--- config.mk ---
export PLATFORM = sky130hd
export DESIGN_NAME = inv_sub_bytes_seq
export DESIGN_NICKNAME = d
export VERILOG_FILES = /design/src/rtl/aes_pkg.sv /design/src/rtl/GF_MULINV_8.sv /design/src/rtl/inv_sbox_byte.sv /design/src/rtl/inv_sub_bytes_seq.sv
export SDC_FILE = /design/constraint.sdc
export NUM_CORES = 1
export LEC_CHECK = 0
export CAP_MARGIN = 20
export CORE_MARGIN = 3
export CORE_UTILIZATION = 25
export DETAILED_ROUTE_END_ITERATION = 8
export DONT_BUFFER_PORTS = 1
export PLACE_DENSITY = 0.37
export SLEW_MARGIN = 20
export SYNTH_ARGS = -nofsm -noshare
export SYNTH_HDL_FRONTEND = slang
export SYNTH_HIERARCHICAL = 1
export SYNTH_SLANG_ARGS = --single-unit
--- constraint.sdc ---
create_clock -name clk -period 21.6 [get_ports clk]
set_input_delay 2.16 -clock clk [delete_from_list [all_inputs] [get_ports clk]]
set_output_delay 2.16 -clock clk [all_outputs]
set_load 0.005 [all_outputs]
--- src/rtl/aes_pkg.sv ---
// Shared AES definitions: affine constants, the byte-serial engine state type
// and the forward/inverse affine transforms.
package aes_pkg;

  localparam logic [7:0] INV_AFFINE_C = 8'h05;
  localparam logic [7:0] FWD_AFFINE_C = 8'h63;

  typedef enum logic [1:0] {
    IDLE = 2'd0,
    SUB  = 2'd1,
    DONE = 2'd2
  } state_e;

  // b_i = y_(i+2) ^ y_(i+5) ^ y_(i+7) ^ c_i, written as right-rotations of y
  function automatic logic [7:0] inv_affine(input logic [7:0] y);
    logic [7:0] rotr2, rotr5, rotr7;
    rotr2 = {y[1:0], y[7:2]};
    rotr5 = {y[4:0], y[7:5]};
    rotr7 = {y[6:0], y[7]};
    return rotr2 ^ rotr5 ^ rotr7 ^ INV_AFFINE_C;
  endfunction

  function automatic logic [7:0] fwd_affine(input logic [7:0] b);
    logic [7:0] rotl1, rotl2, rotl3, rotl4;
    rotl1 = {b[6:0], b[7]};
    rotl2 = {b[5:0], b[7:6]};
    rotl3 = {b[4:0], b[7:5]};
    rotl4 = {b[3:0], b[7:4]};
    return b ^ rotl1 ^ rotl2 ^ rotl3 ^ rotl4 ^ FWD_AFFINE_C;
  endfunction

endpackage

--- src/rtl/GF_MULINV_8.sv ---
// Combinational multiplicative inverse in GF(2^8) mod x^8+x^4+x^3+x+1,
// computed as a^254 (zero maps to zero).
module GF_MULINV_8 (
  input  logic [7:0] a,
  output logic [7:0] a_inv
);

  function automatic logic [7:0] gf_mul(input logic [7:0] x, input logic [7:0] y);
    logic [7:0] acc;
    logic [7:0] sh;
    acc = 8'h00;
    sh  = x;
    for (int i = 0; i < 8; i++) begin
      if (y[i]) begin
        acc = acc ^ sh;
      end else begin
        acc = acc;
      end
      sh = sh[7] ? ({sh[6:0], 1'b0} ^ 8'h1B) : {sh[6:0], 1'b0};
    end
    return acc;
  endfunction

  logic [7:0] p2_s, p4_s, p8_s, p16_s, p32_s, p64_s, p128_s;

  // 254 = 2+4+8+16+32+64+128: square repeatedly, then multiply the powers
  always_comb begin
    p2_s   = gf_mul(a, a);
    p4_s   = gf_mul(p2_s, p2_s);
    p8_s   = gf_mul(p4_s, p4_s);
    p16_s  = gf_mul(p8_s, p8_s);
    p32_s  = gf_mul(p16_s, p16_s);
    p64_s  = gf_mul(p32_s, p32_s);
    p128_s = gf_mul(p64_s, p64_s);
    a_inv  = gf_mul(gf_mul(gf_mul(p2_s, p4_s), gf_mul(p8_s, p16_s)),
                    gf_mul(gf_mul(p32_s, p64_s), p128_s));
  end

endmodule

--- src/rtl/inv_sbox_byte.sv ---
// One AES inverse S-box byte: inverse affine followed by the field inverter.
module inv_sbox_byte
  import aes_pkg::*;
(
  input  logic [7:0] y_i,
  output logic [7:0] s_o
);

  logic [7:0] b_s;

  assign b_s = inv_affine(y_i);

  GF_MULINV_8 u_inv (
    .a     (b_s),
    .a_inv (s_o)
  );

endmodule

--- src/rtl/inv_sub_bytes_seq.sv ---
// Byte-serial InvSubBytes: one column in, four cycles through a single
// inverse S-box, registered column out with a DONE->SUB bypass.
module inv_sub_bytes_seq
  import aes_pkg::*;
#(
  parameter int unsigned MSB_FIRST = 1
) (
  input  logic        clk,
  input  logic        rst,
  input  logic        in_valid,
  output logic        in_ready,
  input  logic [31:0] in_data,
  output logic        out_valid,
  input  logic        out_ready,
  output logic [31:0] out_data,
  output logic        busy
);

  state_e      state_q, state_d;
  logic [1:0]  cnt_q, cnt_d;
  logic [31:0] src_q, src_d;
  logic [31:0] res_q, res_d;
  logic        out_valid_q, out_valid_d;
  logic        busy_q, busy_d;
  logic        idle_q, idle_d;

  logic [1:0]  idx_s;
  logic [7:0]  sel_byte_s;
  logic [7:0]  sub_byte_s;
  logic        accept_s;

  // in_ready is the only output with a combinational input dependency
  assign in_ready  = idle_q | (out_valid_q & out_ready);
  assign accept_s  = in_valid & in_ready;
  assign out_valid = out_valid_q;
  assign out_data  = res_q;
  assign busy      = busy_q;

  assign idx_s      = (MSB_FIRST != 0) ? (2'd3 - cnt_q) : cnt_q;
  assign sel_byte_s = src_q[{idx_s, 3'b000} +: 8];

  inv_sbox_byte u_sbox (
    .y_i (sel_byte_s),
    .s_o (sub_byte_s)
  );

  // Next-state and datapath update
  always_comb begin
    state_d     = state_q;
    cnt_d       = cnt_q;
    src_d       = src_q;
    res_d       = res_q;
    out_valid_d = out_valid_q;
    busy_d      = busy_q;
    idle_d      = idle_q;
    case (state_q)
      IDLE: begin
        if (accept_s) begin
          src_d   = in_data;
          cnt_d   = 2'd0;
          state_d = SUB;
          busy_d  = 1'b1;
          idle_d  = 1'b0;
        end else begin
          state_d = IDLE;
        end
      end
      SUB: begin
        res_d[{idx_s, 3'b000} +: 8] = sub_byte_s;
        cnt_d = cnt_q + 2'd1;
        if (cnt_q == 2'd3) begin
          state_d     = DONE;
          out_valid_d = 1'b1;
          busy_d      = 1'b0;
        end else begin
          state_d = SUB;
        end
      end
      DONE: begin
        if (out_ready) begin
          out_valid_d = 1'b0;
          if (accept_s) begin
            src_d   = in_data;
            cnt_d   = 2'd0;
            state_d = SUB;
            busy_d  = 1'b1;
          end else begin
            state_d = IDLE;
            idle_d  = 1'b1;
          end
        end else begin
          out_valid_d = 1'b1;
        end
      end
      default: begin
        state_d     = IDLE;
        out_valid_d = 1'b0;
        busy_d      = 1'b0;
        idle_d      = 1'b1;
      end
    endcase
  end

  // State and output registers; reset drops any in-flight column
  always_ff @(posedge clk or posedge rst) begin
    if (rst) begin
      state_q     <= IDLE;
      cnt_q       <= 2'd0;
      src_q       <= 32'h0000_0000;
      res_q       <= 32'h0000_0000;
      out_valid_q <= 1'b0;
      busy_q      <= 1'b0;
      idle_q      <= 1'b1;
    end else begin
      state_q     <= state_d;
      cnt_q       <= cnt_d;
      src_q       <= src_d;
      res_q       <= res_d;
      out_valid_q <= out_valid_d;
      busy_q      <= busy_d;
      idle_q      <= idle_d;
    end
  end

endmodule
==> impl_summary.md <==
Logic synthesis
The post-synthesis instance area is 0.0165 mm². The number of nets handed over by synthesis was 2090. The share of the synthesized area in the top cell type is 22.4%. The unique cell type count in the Yosys netlist is 109. Of the synthesized area, sequential elements account for 10.8%.

In this run the mean area of a mapped cell was 8.09 µm². In the post-synthesis netlist, the biggest area contributors are xnor2_1, dfrtp_1, xnor3_1. Yosys printed 6 warnings.

The fraction of registers with async set/reset is 100%. For this run, the leading register cell type out of synthesis is dfrtp_1. The cell count after synthesis is 2038. In this run, synthesis produced a sequential element count of 71. Yosys mapped a number of flops with a built-in enable equal to 0. The library cell with the largest summed area after synthesis is xnor2_1.

Setup path
In this run the worst setup path terminates at out_data[0]$_DFFE_PP0P_. Counting both buffers and inverters, the worst setup path holds a total of 5. The worst register-to-register path ends at out_data[0]$_DFFE_PP0P_.

For flop-to-flop paths, the worst setup slack is 2.03 ns. The startpoint of the worst-slack reg-to-reg timing path is cnt_q[0]$_DFFE_PP0P_. Counting cells, the worst reg-to-reg path comes to 54. The endpoint arrival time on the critical path is 19.79 ns. The worst setup path is captured at a register.

The gate family responsible for the most delay along the worst path is XOR/XNOR gates. STA puts the critical path data required time at 21.83 ns. The critical path in this run is classified as register to register. The critical path crosses 54 cells after its start point. The startpoint of the most critical setup path is cnt_q[0]$_DFFE_PP0P_.

The slowest stage of the critical path belongs to the cell xor3_1. The most repeated library cell on the critical path is xnor2_1. The startpoint class of the critical path is a register. Along the worst path, the maximum fanout reaches 28. In this design, the stage delay of the slowest critical-path cell is 0.97 ns.

STA
In the finished design, the share of the clock period the worst path needs comes to 90.6%. At the pin with the least slew margin, the transition time is 1.07 ns. The final critical-path required period is 19.57 ns. The final setup violation count is 0.

The number of pins with negative max-slew slack in the final report is 0. The final setup TNS is 0 ns. In this run the tightest slew margin relative to its limit is 27.9%.

Setup repair after global routing left no endpoint under its margin. The setup clock skew after layout is 0.00946 ns. Static timing analysis puts the maximum clock frequency at 0.0511 GHz. The count of final hold-check violations is 0.

Detailed routing
Dividing the detail-routed wire length by the instance count gives 18.6 µm. In the routed design, unresolved DRC markers number 0. The first-iteration detailed-routing DRC count is 873. Once detail routing completed, the nets flagged for antenna violations numbered 0.

The via count is 14200. The first detailed-routing pass ran for 5 iterations. For this block, the routed nets add up to 53300 µm of wire. In the routed layout, each cell is associated on average with a via count of 4.94.

Global route
met2 is the most crowded layer. The largest net degree at the start of global routing is 37. The via count of the first global-routing pass is 13900. The first global-routing pass estimated 85200 µm of wire. The total routing usage reported by global routing is 15.1%. The met2 global-route usage is 24.9%. The global route total overflow is 0.

The number of antenna violations at the first check in global routing is 0. The fraction of met3 tracks used by global routing is 1.02%. For this run, global-route usage on met1 was measured as 22.1%.

Finish
Cells with a size suffix above 1 make up 10.8% of the layout. After the last flow step, the layout net total stands at 2058. The antenna diode instance count is 0. Relative to the synthesized area, the layout overhead comes to 8.33%.

Die
71 I/O pins were placed. Measured along the x axis, the die boundary spans 263 µm. The floorplan has 93 rows. The floorplan step defined a die boundary enclosing 0.0690 mm².

The area of the core is 0.0648 mm². The die height is 263 µm. The initial core utilization is 25.4%.

Clock network
The maximum level of the CTS H-tree is 3. CTS saw 71 sinks. TritonCTS built the clock tree. In this run, CTS created clock tree buffers numbering 9. Post-CTS repair changed the size of 0 cells. The number of buffers inserted by hold repair at cts is 0.

The clock passes through at most 2 buffers. After clock tree synthesis, the clock-pin slew on the worst setup and hold paths is 0.06 ns. Post-CTS timing repair inserted 0 buffers for setup. Clock tree synthesis selected as its root buffer the cell clkbuf_16. The clock latency reported for the late side of the worst-skew pair is 0.34 ns.

Placement
The count of buffers inserted at the top-level ports is 0. The congestion estimate from routability-driven global placement came to 0.792. The detailed placement HPWL is 39700 µm.

Min path
The worst min-delay path category is register to register. Counting instances, the worst hold path has a depth of 1.

Job
The number of maximum-capacitance violations is 0.

Run status
The run finished with clean final reports.
==> per-stage QoR <==
stage          setup slack [ns]  hold WS (ns)  utilization [%]  cells  cell area (µm²)
2_1_floorplan              5.54         0.475                -   2038            16500
3_3_place_gp               2.13         0.486             27.1   2850            17600
3_5_place_dp               1.60         0.487             27.1   2850            17600
4_1_cts                    1.59         0.503             27.5   2865            17800
5_1_grt                   0.324         0.515             27.5   2865            17900
6_report                   2.03         0.501             27.5   2865            17900
==> worst min-delay path by stage <==
| stage | startpoint | end |
|---|---|---|
| global placement | src_q[13]$_DFFE_PP0P_ | src_q[13]$_DFFE_PP0P_ |
| finish | src_q[12]$_DFFE_PP0P_ | src_q[12]$_DFFE_PP0P_ |
| floorplan | src_q[29]$_DFFE_PP0P_ | src_q[29]$_DFFE_PP0P_ |
| detailed placement | src_q[12]$_DFFE_PP0P_ | src_q[12]$_DFFE_PP0P_ |
| CTS | src_q[12]$_DFFE_PP0P_ | src_q[12]$_DFFE_PP0P_ |
| global route | src_q[12]$_DFFE_PP0P_ | src_q[12]$_DFFE_PP0P_ |
==> Yosys cell counts (10+ instances only) <==
master     number
xnor2_1       422
nor2_1        229
nand2_1       216
xor2_1         99
a21oi_1        77
dfrtp_1        70
clkbuf_1       63
o21ai_0        62
mux2i_1        59
xnor3_1        50
nand3_1        49
nor3_1         46
inv_1          35
a22o_1         33
buf_2          33
nor2b_1        32
mux2_4         30
nand2b_1       27
xnor2_2        22
o22ai_1        20
a211oi_1       19
a31oi_1        19
o211ai_1       17
ha_1           16
and2_1         14
or3_1          14
and3_1         12
a22oi_1        11
mux2_2         10
o2111ai_1      10
==> registers in the layout, summed over array words and instances (netlist names) <==
name       cells
busy           1
cnt_q          2
idle_q         1
out_data      32
out_valid      1
src_q         32
state_q        2
==> cell families (layout without fill, tap and decap cells) <==
| group | count (synthesis) | in the layout | share of synthesized area, % |
|---|---|---|---|
| AND/OR/NAND/NOR | 708 | 708 | 20.0 |
| multiplexers | 109 | 109 | 8.23 |
| adder cells (fa/ha/maj) | 16 | 16 | 1.21 |
| AO/OA/AOI/OAI | 367 | 367 | 15.5 |
| XOR/XNOR | 618 | 618 | 40.2 |
| flip-flops | 71 | 71 | 10.8 |
| buffers and inverters | 149 | 121 | 4.10 |
==> routing by layer <==
metal / wire (µm) / up-vias
met5: 0 / -
met4: 329 / 0
met3: 1680 / 24
met2: 24600 / 292
met1: 26600 / 6836
li1: - / 6999
==> layout by cell type, fill, tap and decap left out, drive strengths merged, types with 8 or more instances in the layout <==
cell type | Yosys | final
nor4 | 10 | 10
nand4 | 8 | 8
xor3 | 11 | 11
o211ai | 17 | 17
mux4 | 8 | 8
o21ai | 73 | 73
or3 | 15 | 15
a211oi | 21 | 21
nor2 | 232 | 232
mux2 | 42 | 42
buf | 44 | 64
xnor2 | 448 | 448
clkbuf | 63 | 11
nor3 | 49 | 49
and2 | 16 | 16
xor2 | 108 | 108
o2111ai | 10 | 10
xnor3 | 51 | 51
nand3 | 49 | 49
mux2i | 59 | 59
o22ai | 20 | 20
inv | 41 | 41
nor2b | 32 | 32
a22oi | 12 | 12
or2 | 11 | 11
ha | 16 | 16
dfrtp | 70 | 70
a21oi | 82 | 82
and3 | 13 | 13
nand2 | 219 | 219
a31oi | 19 | 19
nand2b | 28 | 28
a22o | 33 | 33
==> cell type report <==
| type | instances | area (µm²) |
|---|---|---|
| fill | 6907 | 47000 |
| sequential | 71 | 1780 |
| timing repair buffer | 64 | 480 |
| clock inverter | 4 | 47.5 |
| tap | 855 | 1070 |
| clock buffer | 11 | 233 |
| inverter | 42 | 158 |
| multi-input combinational | 1818 | 14100 |
Power is left out: the tool's default activity adds up to more than one toggle a clock period on the data nets, which glitch-free logic cannot reach.
